**src/rtl/sevenseg_pkg.sv**
```systemverilog
// Shared constants and helpers for the seven-segment scan driver.
// Segment patterns are stored active-high; the driver applies output polarity.
package sevenseg_pkg;

    // Segment bit positions within LED_out: {a,b,c,d,e,f,g} in bits 6..0
    localparam int SEG_A_BIT = 6;
    localparam int SEG_B_BIT = 5;
    localparam int SEG_C_BIT = 4;
    localparam int SEG_D_BIT = 3;
    localparam int SEG_E_BIT = 2;
    localparam int SEG_F_BIT = 1;
    localparam int SEG_G_BIT = 0;

    // Active-high pattern with every segment dark
    localparam logic [6:0] SEG_BLANK = 7'h00;

    // Active-high hex glyphs 0..F (b and d are lower case)
    localparam logic [6:0] SEG_TABLE [16] = '{
        7'h7E, 7'h30, 7'h6D, 7'h79, 7'h33, 7'h5B, 7'h5F, 7'h70,
        7'h7F, 7'h7B, 7'h77, 7'h1F, 7'h4E, 7'h3D, 7'h4F, 7'h47
    };

    // Width of the digit index; a single-digit display still keeps one bit
    function automatic int idx_width(input int n);
        if (n <= 1) begin
            return 1;
        end else begin
            return $clog2(n);
        end
    endfunction

endpackage

```
**src/rtl/hex_to_7seg.sv**
```systemverilog
// Combinational 4-bit hex to 7-segment decode, active-high segments.
module hex_to_7seg
    import sevenseg_pkg::*;
(
    input  logic [3:0] nibble,
    output logic [6:0] seg
);

    // Table lookup of the glyph for the selected nibble
    always_comb begin
        seg = SEG_TABLE[nibble];
    end

endmodule

```
**src/rtl/sevenseg_scan_driver.sv**
```systemverilog
// Time-multiplexed seven-segment driver: scans NUM_DIGITS anodes, each lit for
// REFRESH_DIV clocks, with frame-aligned (tear-free) value updates, per-digit
// decimal points, optional leading-zero blanking and selectable polarity.
module sevenseg_scan_driver
    import sevenseg_pkg::*;
#(
    parameter int NUM_DIGITS  = 8,
    parameter int REFRESH_DIV = 100000,
    parameter int ACTIVE_LOW  = 1
) (
    input  logic                    clk,
    input  logic                    rst,
    input  logic [4*NUM_DIGITS-1:0] value,
    input  logic                    load,
    input  logic [NUM_DIGITS-1:0]   dp_in,
    input  logic                    blank_en,
    output logic [NUM_DIGITS-1:0]   Anode_Activate,
    output logic [6:0]              LED_out,
    output logic                    dp_out,
    output logic                    frame_start
);

    localparam int                    IDX_W      = idx_width(NUM_DIGITS);
    localparam int                    PRESC_W    = $clog2(REFRESH_DIV);
    localparam logic [PRESC_W-1:0]    PRESC_ZERO = PRESC_W'(0);
    localparam logic [PRESC_W-1:0]    PRESC_ONE  = PRESC_W'(1);
    localparam logic [PRESC_W-1:0]    PRESC_LAST = PRESC_W'(REFRESH_DIV - 1);
    localparam logic [IDX_W-1:0]      IDX_ZERO   = IDX_W'(0);
    localparam logic [IDX_W-1:0]      IDX_ONE    = IDX_W'(1);
    localparam logic [IDX_W-1:0]      IDX_LAST   = IDX_W'(NUM_DIGITS - 1);
    localparam logic                  POL_LOW    = (ACTIVE_LOW != 0);
    localparam logic [NUM_DIGITS-1:0] ANODE_OFF  = POL_LOW ? {NUM_DIGITS{1'b1}} : {NUM_DIGITS{1'b0}};
    localparam logic [6:0]            LED_OFF    = POL_LOW ? ~SEG_BLANK : SEG_BLANK;
    localparam logic                  DP_OFF     = POL_LOW;

    // Scan state
    logic [PRESC_W-1:0]      presc_r;
    logic [IDX_W-1:0]        idx_r;

    // Pending (captured) and displayed data
    logic [4*NUM_DIGITS-1:0] pend_val_r;
    logic [NUM_DIGITS-1:0]   pend_dp_r;
    logic                    pend_valid_r;
    logic [4*NUM_DIGITS-1:0] disp_val_r;
    logic [NUM_DIGITS-1:0]   disp_dp_r;

    // Registered outputs
    logic [NUM_DIGITS-1:0]   anode_r;
    logic [6:0]              led_r;
    logic                    dp_r;
    logic                    frame_start_r;

    // Combinational helpers
    logic                    tick_s;
    logic                    wrap_s;
    logic [NUM_DIGITS-1:0]   onehot_s;
    logic [3:0]              nibble_s;
    logic                    dp_sel_s;
    logic                    lz_sel_s;
    logic [6:0]              seg_dec_s;
    logic [6:0]              seg_lit_s;
    logic [NUM_DIGITS-1:0]   anode_nx_s;
    logic [6:0]              led_nx_s;
    logic                    dp_nx_s;

    assign tick_s = (presc_r == PRESC_LAST);
    assign wrap_s = tick_s && (idx_r == IDX_LAST);

    // Prescaler and digit index; the index advances once per REFRESH_DIV clocks
    always_ff @(posedge clk) begin
        if (rst) begin
            presc_r <= PRESC_ZERO;
            idx_r   <= IDX_ZERO;
        end else if (tick_s) begin
            presc_r <= PRESC_ZERO;
            idx_r   <= wrap_s ? IDX_ZERO : (idx_r + IDX_ONE);
        end else begin
            presc_r <= presc_r + PRESC_ONE;
        end
    end

    // Capture loads into the pending buffer and commit only when the scan wraps,
    // so a frame never shows a mix of old and new digits
    always_ff @(posedge clk) begin
        if (rst) begin
            pend_val_r   <= {(4*NUM_DIGITS){1'b0}};
            pend_dp_r    <= {NUM_DIGITS{1'b0}};
            pend_valid_r <= 1'b0;
            disp_val_r   <= {(4*NUM_DIGITS){1'b0}};
            disp_dp_r    <= {NUM_DIGITS{1'b0}};
        end else if (wrap_s) begin
            if (load) begin
                disp_val_r <= value;
                disp_dp_r  <= dp_in;
            end else if (pend_valid_r) begin
                disp_val_r <= pend_val_r;
                disp_dp_r  <= pend_dp_r;
            end
            pend_valid_r <= 1'b0;
        end else if (load) begin
            pend_val_r   <= value;
            pend_dp_r    <= dp_in;
            pend_valid_r <= 1'b1;
        end
    end

    // Select the current digit's nibble, dp bit and leading-zero status
    always_comb begin : sel_blk
        logic zero_run_v;
        nibble_s   = 4'h0;
        dp_sel_s   = 1'b0;
        lz_sel_s   = 1'b0;
        onehot_s   = {NUM_DIGITS{1'b0}};
        zero_run_v = 1'b1;
        for (int i = NUM_DIGITS - 1; i >= 0; i--) begin
            zero_run_v  = zero_run_v & (disp_val_r[4*i +: 4] == 4'h0);
            onehot_s[i] = (idx_r == IDX_W'(i));
            nibble_s    = nibble_s | ({4{onehot_s[i]}} & disp_val_r[4*i +: 4]);
            dp_sel_s    = dp_sel_s | (onehot_s[i] & disp_dp_r[i]);
            lz_sel_s    = lz_sel_s | (onehot_s[i] & zero_run_v);
        end
    end

    hex_to_7seg u_dec (
        .nibble (nibble_s),
        .seg    (seg_dec_s)
    );

    // Apply leading-zero blanking (never on digit 0) and output polarity
    always_comb begin
        seg_lit_s = seg_dec_s;
        if (blank_en && (idx_r != IDX_ZERO) && lz_sel_s) begin
            seg_lit_s = SEG_BLANK;
        end else begin
            seg_lit_s = seg_dec_s;
        end
        if (POL_LOW) begin
            anode_nx_s = ~onehot_s;
            led_nx_s   = ~seg_lit_s;
            dp_nx_s    = ~dp_sel_s;
        end else begin
            anode_nx_s = onehot_s;
            led_nx_s   = seg_lit_s;
            dp_nx_s    = dp_sel_s;
        end
    end

    // Output registers; frame_start marks the first output cycle of digit 0
    always_ff @(posedge clk) begin
        if (rst) begin
            anode_r       <= ANODE_OFF;
            led_r         <= LED_OFF;
            dp_r          <= DP_OFF;
            frame_start_r <= 1'b0;
        end else begin
            anode_r       <= anode_nx_s;
            led_r         <= led_nx_s;
            dp_r          <= dp_nx_s;
            frame_start_r <= (presc_r == PRESC_ZERO) && (idx_r == IDX_ZERO);
        end
    end

    assign Anode_Activate = anode_r;
    assign LED_out        = led_r;
    assign dp_out         = dp_r;
    assign frame_start    = frame_start_r;

endmodule
```
**config.mk**
```make
export PLATFORM = sky130hd
export DESIGN_NAME = sevenseg_scan_driver
export DESIGN_NICKNAME = d
export VERILOG_FILES = /design/src/rtl/sevenseg_pkg.sv /design/src/rtl/hex_to_7seg.sv /design/src/rtl/sevenseg_scan_driver.sv
export SDC_FILE = /design/constraint.sdc
export NUM_CORES = 1
export LEC_CHECK = 0
export CORE_MARGIN = 4
export CORE_UTILIZATION = 56
export CTS_CLUSTER_DIAMETER = 200
export DETAILED_ROUTE_END_ITERATION = 8
export PLACE_DENSITY = 0.8
export SLEW_MARGIN = 40
export SYNTH_ARGS = -nofsm -noshare
export SYNTH_HDL_FRONTEND = slang
export SYNTH_SLANG_ARGS = --single-unit
export TNS_END_PERCENT = 100
```
**constraint.sdc**
```tcl
create_clock -name clk -period 3.2 [get_ports clk]
set_input_delay 0.96 -clock clk [delete_from_list [all_inputs] [get_ports clk]]
set_output_delay 0.96 -clock clk [all_outputs]
set_load 0.01 [all_outputs]
```
Word-level counts from Yosys, hierarchy flattened

Memory sizes are Yosys's and may differ from the RTL's.
Index checks and enable logic that the tools add are counted.

Register bits after elaboration: 118
Bits in latches: 0
RAM bits: 0
ROM bits: 112
Output and inout bits: 17
Logic and storage cells: 108
Memories kept: 1

Add/subtract/negate cells: 2
Multiply operators: 0
Div/mod/pow operators: 0
Magnitude comparators: 1
Eq/ne operators: 8
Shifts and indexed selects: 0
Multiplexer cells: 8
Bitwise operators: 57
Reduce and logical (&&, ||, !) cells: 20

Memories:

| name            | words | width | read ports | clocked after Yosys merged registers in | write ports | RTL line          | RTL |
|---|---|---|---|---|---|---|---|
| (no name shown) | 16    | 7     | 1          | 0                                       | 0           | hex_to_7seg.sv:11 | `seg = SEG_TABLE[nibble];` |

Operators by type and width:

| operator                                                               | count |
|---|---|
| 32-bit 2-to-1 mux                                                      | 2 |
| 4-bit AND                                                              | 8 |
| 4-bit zero test                                                        | 8 |
| 4-bit OR                                                               | 7 |
| 1-bit AND                                                              | 23 |
| 7-bit 2-to-1 mux                                                       | 3 |
| 17-bit by 1-bit adder with 17-bit output (second input constant)       | 1 |
| 17-bit equality test (second input constant)                           | 1 |
| 17-bit zero test                                                       | 1 |
| 8-bit 2-to-1 mux                                                       | 2 |
| 1-bit OR                                                               | 14 |
| 3-bit equality test (second input constant)                            | 4 |
| 8-bit inverter                                                         | 1 |
| 7-bit inverter                                                         | 1 |
| 3-bit by 2-bit equality test with 1-bit output (second input constant) | 2 |
| 5-bit >= comparator (second input constant)                            | 1 |
| 4-bit inverter with 5-bit output                                       | 1 |
| 1-bit logical AND                                                      | 4 |
| 2-bit AND reduction                                                    | 2 |
| 2-bit OR reduction                                                     | 2 |
| 3-bit by 1-bit adder with 3-bit output (second input constant)         | 1 |
| 3-bit by 1-bit equality test with 1-bit output (second input constant) | 1 |
| 3-bit zero test                                                        | 1 |
| 3-bit 2-to-1 mux                                                       | 1 |
| 3 further kinds                                                        | 4 |

Logic depth before layout (Yosys ltp)

Word-level depth: 15
Mapped depth: 11
Depth with buffers taken out: 10

Hierarchy

A second synthesis with hierarchy kept.

Cells, all modules: 592
Area total of the unflattened synthesis: 5,773.0 um^2

By module, submodules not included:

| module               | instances | cells each | area an instance (um^2) | sequential area each (um^2) |
|---|---|---|---|---|
| sevenseg_scan_driver | 1         | 559        | 5,485.3                 | 2,362.3 |
| hex_to_7seg          | 1         | 33         | 287.8                   | 0.0 |

Worst setup path after synthesis

No wires, ideal clock.

Path kind: register to register
Start: register idx_r[0]
End: register led_r[0] (netlist: LED_out[0])
Library setup time: 0.122 ns
Data arrival time: 2.619 ns
Required time: 3.078 ns
Slack: 0.459 ns
Cell stages (with the launch flop): 12
Path through: dfxtp_1 -> inv_1 -> ha_1 -> buf_6 -> a222oi_1 -> nand2_1 -> a222oi_1 -> inv_1 -> ha_1 -> o21ai_0 -> o21ai_0 -> a221o_1

Cells in the longest elaborated chain, start to end: 15
Elaborated cells between the ends (all ways): 47

RTL lines:

| element                                                | RTL line                    | RTL |
|---|---|---|
| from (decl)                                            | sevenseg_scan_driver.sv:38  | `logic [IDX_W-1:0] idx_r;` |
| from (signal assigned)                                 | sevenseg_scan_driver.sv:76  | `idx_r <= wrap_s ? IDX_ZERO : (idx_r + IDX_ONE);` |
| 3-bit equality test                                    | sevenseg_scan_driver.sv:117 | `onehot_s[i] = (idx_r == IDX_W'(i));` |
| 4-bit AND                                              | sevenseg_scan_driver.sv:118 | `nibble_s = nibble_s \| ({4{onehot_s[i]}} & disp_val_r[4*i +: 4]);` |
| 4-bit OR (7 in series)                                 | sevenseg_scan_driver.sv:118 |  |
| 4-bit inverter with 5-bit output (implied by the code) | hex_to_7seg.sv:11           |  |
| memory read 16 x 7 bit                                 | --                          |  |
| 7-bit 2-to-1 mux (implied by the code) (2 in series)   | hex_to_7seg.sv:11           |  |
| 7-bit 2-to-1 mux (*)                                   | sevenseg_scan_driver.sv:132 | `if (blank_en && (idx_r != IDX_ZERO) && lz_sel_s) begin` |
| 7-bit inverter (*)                                     | sevenseg_scan_driver.sv:139 | `led_nx_s = ~seg_lit_s;` |
| to (signal assigned)                                   | sevenseg_scan_driver.sv:157 | `led_r <= led_nx_s;` |
| to (decl)                                              | sevenseg_scan_driver.sv:49  | `logic [6:0] led_r;` |

Mark *: on every way between the ends. The rest lies on a longest branch, timed or not. The select of a mux whose other input is x is not followed.
A chain may end at the register's enable or synchronous reset.

Final worst setup path

Start: register idx_r[2]
End: register led_r[1] (netlist: LED_out[1])

Same word-level chain as after synthesis.

==> impl_table.tex <==
\begin{tabular}{lr}
\hline
Metric & Value \\
\hline
\multicolumn{2}{l}{\textbf{Routing}} \\
Drt pass-1 iters & 7 \\
Avg Vias per Cell & 5.813 \\
Average wire per cell in the routed design & 15.80 µm \\
DRT Wirelength & 12750 µm \\
DRT iter0 DRCs & 297 \\
Post-route DRC violation count & 0 \\
Antenna violation net count after detailed routing & 0 \\
Number of vias after detailed routing & 4691 \\
\multicolumn{2}{l}{\textbf{Pwr}} \\
IR drop worst, VDD & 287.0 µV \\
Static leakage & 0.002433 µW \\
Power per cell area & 518.7 mW/mm² \\
Overall power consumption & 3351 µW \\
\multicolumn{2}{l}{\textbf{CTS}} \\
TritonCTS clock tree & done \\
Hold-fix buffer count after cts & 0 \\
Htree depth & 4 \\
Source-to-sink clock delay at the later pin of the worst-skew pair & 0.51 ns \\
Worst-case clock buffer depth & 2 \\
CTS clk-pin slew, worst paths & 0.06 ns \\
Number of gates resized after cts & 0 \\
Buffer cell driving the clock tree root & clkbuf\_8 \\
TritonCTS Sinks & 118 \\
Cts bufs inserted & 17 \\
Post-CTS setup buffer count & 0 \\
\multicolumn{2}{l}{\textbf{Global routing}} \\
First-pass GRT wire length & 21500 µm \\
Maximum number of pins on one net before global-route repair & 43 \\
Antenna violations before repair & 0 \\
Number of global-route vias before repair & 4580 \\
Remaining Overflow, GRT & 0 \\
Total global routing track utilization & 23.76\% \\
\multicolumn{2}{l}{\textbf{Final layout}} \\
Layout overhead on the synthesized area & 22.40\% \\
Layout cells sized above 1 & 13.07\% \\
Inserted Diodes & 0 \\
Commonest non-fill, non-tap cell in the layout & nand2\_1 \\
Post-route non-filler standard cell count & 807 \\
Layout fillers & 704 \\
Total Nets Final & 742 \\
Commonest non-fill, non-tap cells in the layout & nand2\_1, dfxtp\_1, a21oi\_1 \\
\multicolumn{2}{l}{\textbf{Die}} \\
Floorplan die width & 105.1 µm \\
Height of the die & 105.1 µm \\
Ports & 61 \\
Starting utilization of the core area & 57.40\% \\
Site Rows & 35 \\
Core box area & 0.009196 mm² \\
Die Outline Area & 0.01104 mm² \\
\multicolumn{2}{l}{\textbf{Worst hold path}} \\
Type of the worst min-delay path & flip-flop to flip-flop \\
\multicolumn{2}{l}{\textbf{Synthesis}} \\
Cell area after synthesis & 0.005279 mm² \\
Distinct cell type count after synthesis & 48 \\
Register area share after synthesis & 44.75\% \\
Ys Warns & 0 \\
Post-synthesis net count & 690 \\
Register bit count reported by yosys & 118 \\
Gate Count Post-Synth & 632 \\
Post-synth top flop & dfxtp\_1 \\
Number of flops mapped to enable cells by yosys & 0 \\
Async SR Flop Fraction & 0\% \\
Syn avg cell area & 8.353 µm² \\
\multicolumn{2}{l}{\textbf{STA}} \\
Maximum operating frequency & 343.3 MHz \\
Unrepaired setup endpoints after global routing & false \\
Worst-case headroom to the max-slew limit & 63.08\% \\
Summed negative setup slack over all endpoints & 0 ns \\
Post-route minimum period & 2.913 ns \\
Final count of hold timing violations & 0 \\
Worst hold slack after final layout & 0.4527 ns \\
Final cycle utilization of the critical path & 91.03\% \\
Setup clock skew after layout & 0.01152 ns \\
Transition at the pin with the smallest max-transition slack & 0.5384 ns \\
Setup violation total in the final timing report & 0 \\
Max-slew violation count & 0 \\
\multicolumn{2}{l}{\textbf{Placed design}} \\
Number of buffer cells added on primary ports & 60 \\
Placed Cells & 776 \\
Routability cong. & 0.8980 \\
Dpl hpwl & 8730 µm \\
\multicolumn{2}{l}{\textbf{Critical path}} \\
Cells along the critical path & clkinv\_1 -> ha\_1 -> a222oi\_1 -> inv\_1 -> ha\_1 -> o21ai\_0 -> o21ai\_0 -> a221o\_1 \\
Highest-delay cell along the critical path & dfxtp\_1 \\
Largest incremental delay on the critical path & 0.57 ns \\
Critical path launch point type & flip-flop \\
Count of buffering cells on the critical path with inverters included & 2 \\
Endpoint required time on the critical path & 3.59 ns \\
Family with the most delay on the worst path & compound AO/OA/AOI/OAI gates \\
CP Max Fanout & 12 \\
Critical path capture point type & flip-flop \\
Worst setup path category & flip-flop to flip-flop \\
Worst path arrival time & 3.31 ns \\
\multicolumn{2}{l}{\textbf{Job}} \\
Number of max-cap violations & 0 \\
\multicolumn{2}{l}{\textbf{Status}} \\
Outcome & completed \\
\hline
\end{tabular}
## area by class of cell
type | instances | area [µm²] | share of cell area (%)
clock buffer | 21 | 439.2 | 6.797
clock inverter | 10 | 58.81 | 0.9101
inverter | 10 | 37.54 | 0.5809
multi-input combinational | 464 | 2724 | 42.16
sequential | 118 | 2362 | 36.56
tap | 111 | 138.9 | 2.149
timing repair buffer | 73 | 700.7 | 10.84
## per-layer routing
| metal | vias up | track usage (%) | routed length, µm |
|---|---|---|---|
| met3 | 17 | 5.435 | 644 |
| met2 | 150 | 40.83 | 6603 |
| met1 | 2241 | 29.03 | 5369 |
| met5 | - | 0 | 0 |
| li1 | 2283 | - | - |
| met4 | 0 | 8.622 | 133 |
## sequential cells by signal, summed over array words and instances (netlist names), 3 cells and up
| name | flops |
|---|---|
| Anode_Activate | 8 |
| disp_dp_r | 8 |
| disp_val_r | 32 |
| idx_r | 3 |
| presc_r | 17 |
| LED_out | 7 |
| pend_dp_r | 8 |
| pend_val_r | 32 |
## metrics by stage
step                      area, µm²  setup slack [ns]  util, %
after global placement         5963            0.5171    64.84
after floorplan                5279            0.4593        -
after detailed placement       5963            0.4007    64.84
final                          6461            0.2869    70.26
after global routing           6461            0.1165    70.26
after CTS                      6461            0.3689    70.26
## cell usage after synthesis (5+ instances only)
cell	number	area, µm²
nand2_1	181	679.4
dfxtp_1	118	2362
a21oi_1	84	420.4
mux2_2	40	450.4
nor2_1	30	112.6
clkbuf_1	23	86.33
buf_2	16	80.08
ha_1	14	175.2
nand3_1	12	60.06
a222oi_1	11	110.1
inv_1	9	33.78
nor4_1	8	50.05
o21ai_0	8	40.04
xnor2_1	8	70.07
xor2_1	7	61.31
nor3_1	6	30.03
and3_1	5	31.28
## tightest hold or removal path, delay by kind of cell, from the launching register on
| kind | cells | cell delay (ns) |
|---|---|---|
| flops | 1 | 0.30 |
| simple gates | 1 | 0.05 |
| compound gates | 1 | 0.05 |
## cell families after synthesis
family / after synthesis / synth area share, %
AOI/OAI and AO/OA: 131 / 15.24
and+or+nand+nor: 260 / 20.83
xor gates and xnor gates: 15 / 2.489
buffers and inverters: 50 / 4.077
adders and majority gates: 14 / 3.318
muxes: 44 / 9.291
DFF: 118 / 44.75
## power breakdown
part,switching (µW),internal (µW),leakage (µW),total (µW)
Combinational,109,125,0.00122,234
Sequential,18.9,1510,0.000962,1530
Clock,636,954,0.000247,1590
Total,763,2590,0.00243,3350
## path summary, 6_finish.rpt
| path | end | startpoint | cells past startpoint | slack (ns) |
|---|---|---|---|---|
| worst max register to register | LED_out[1] | idx_r[2] | 8 | 0.29 |
| worst max-delay path | LED_out[1] | idx_r[2] | 8 | 0.29 |
| worst min-delay path | pend_dp_r[0] | pend_dp_r[0] | 2 | 0.45 |
| worst min register to register | pend_dp_r[0] | pend_dp_r[0] | 2 | 0.45 |
(Power assumes the default switching activity.)
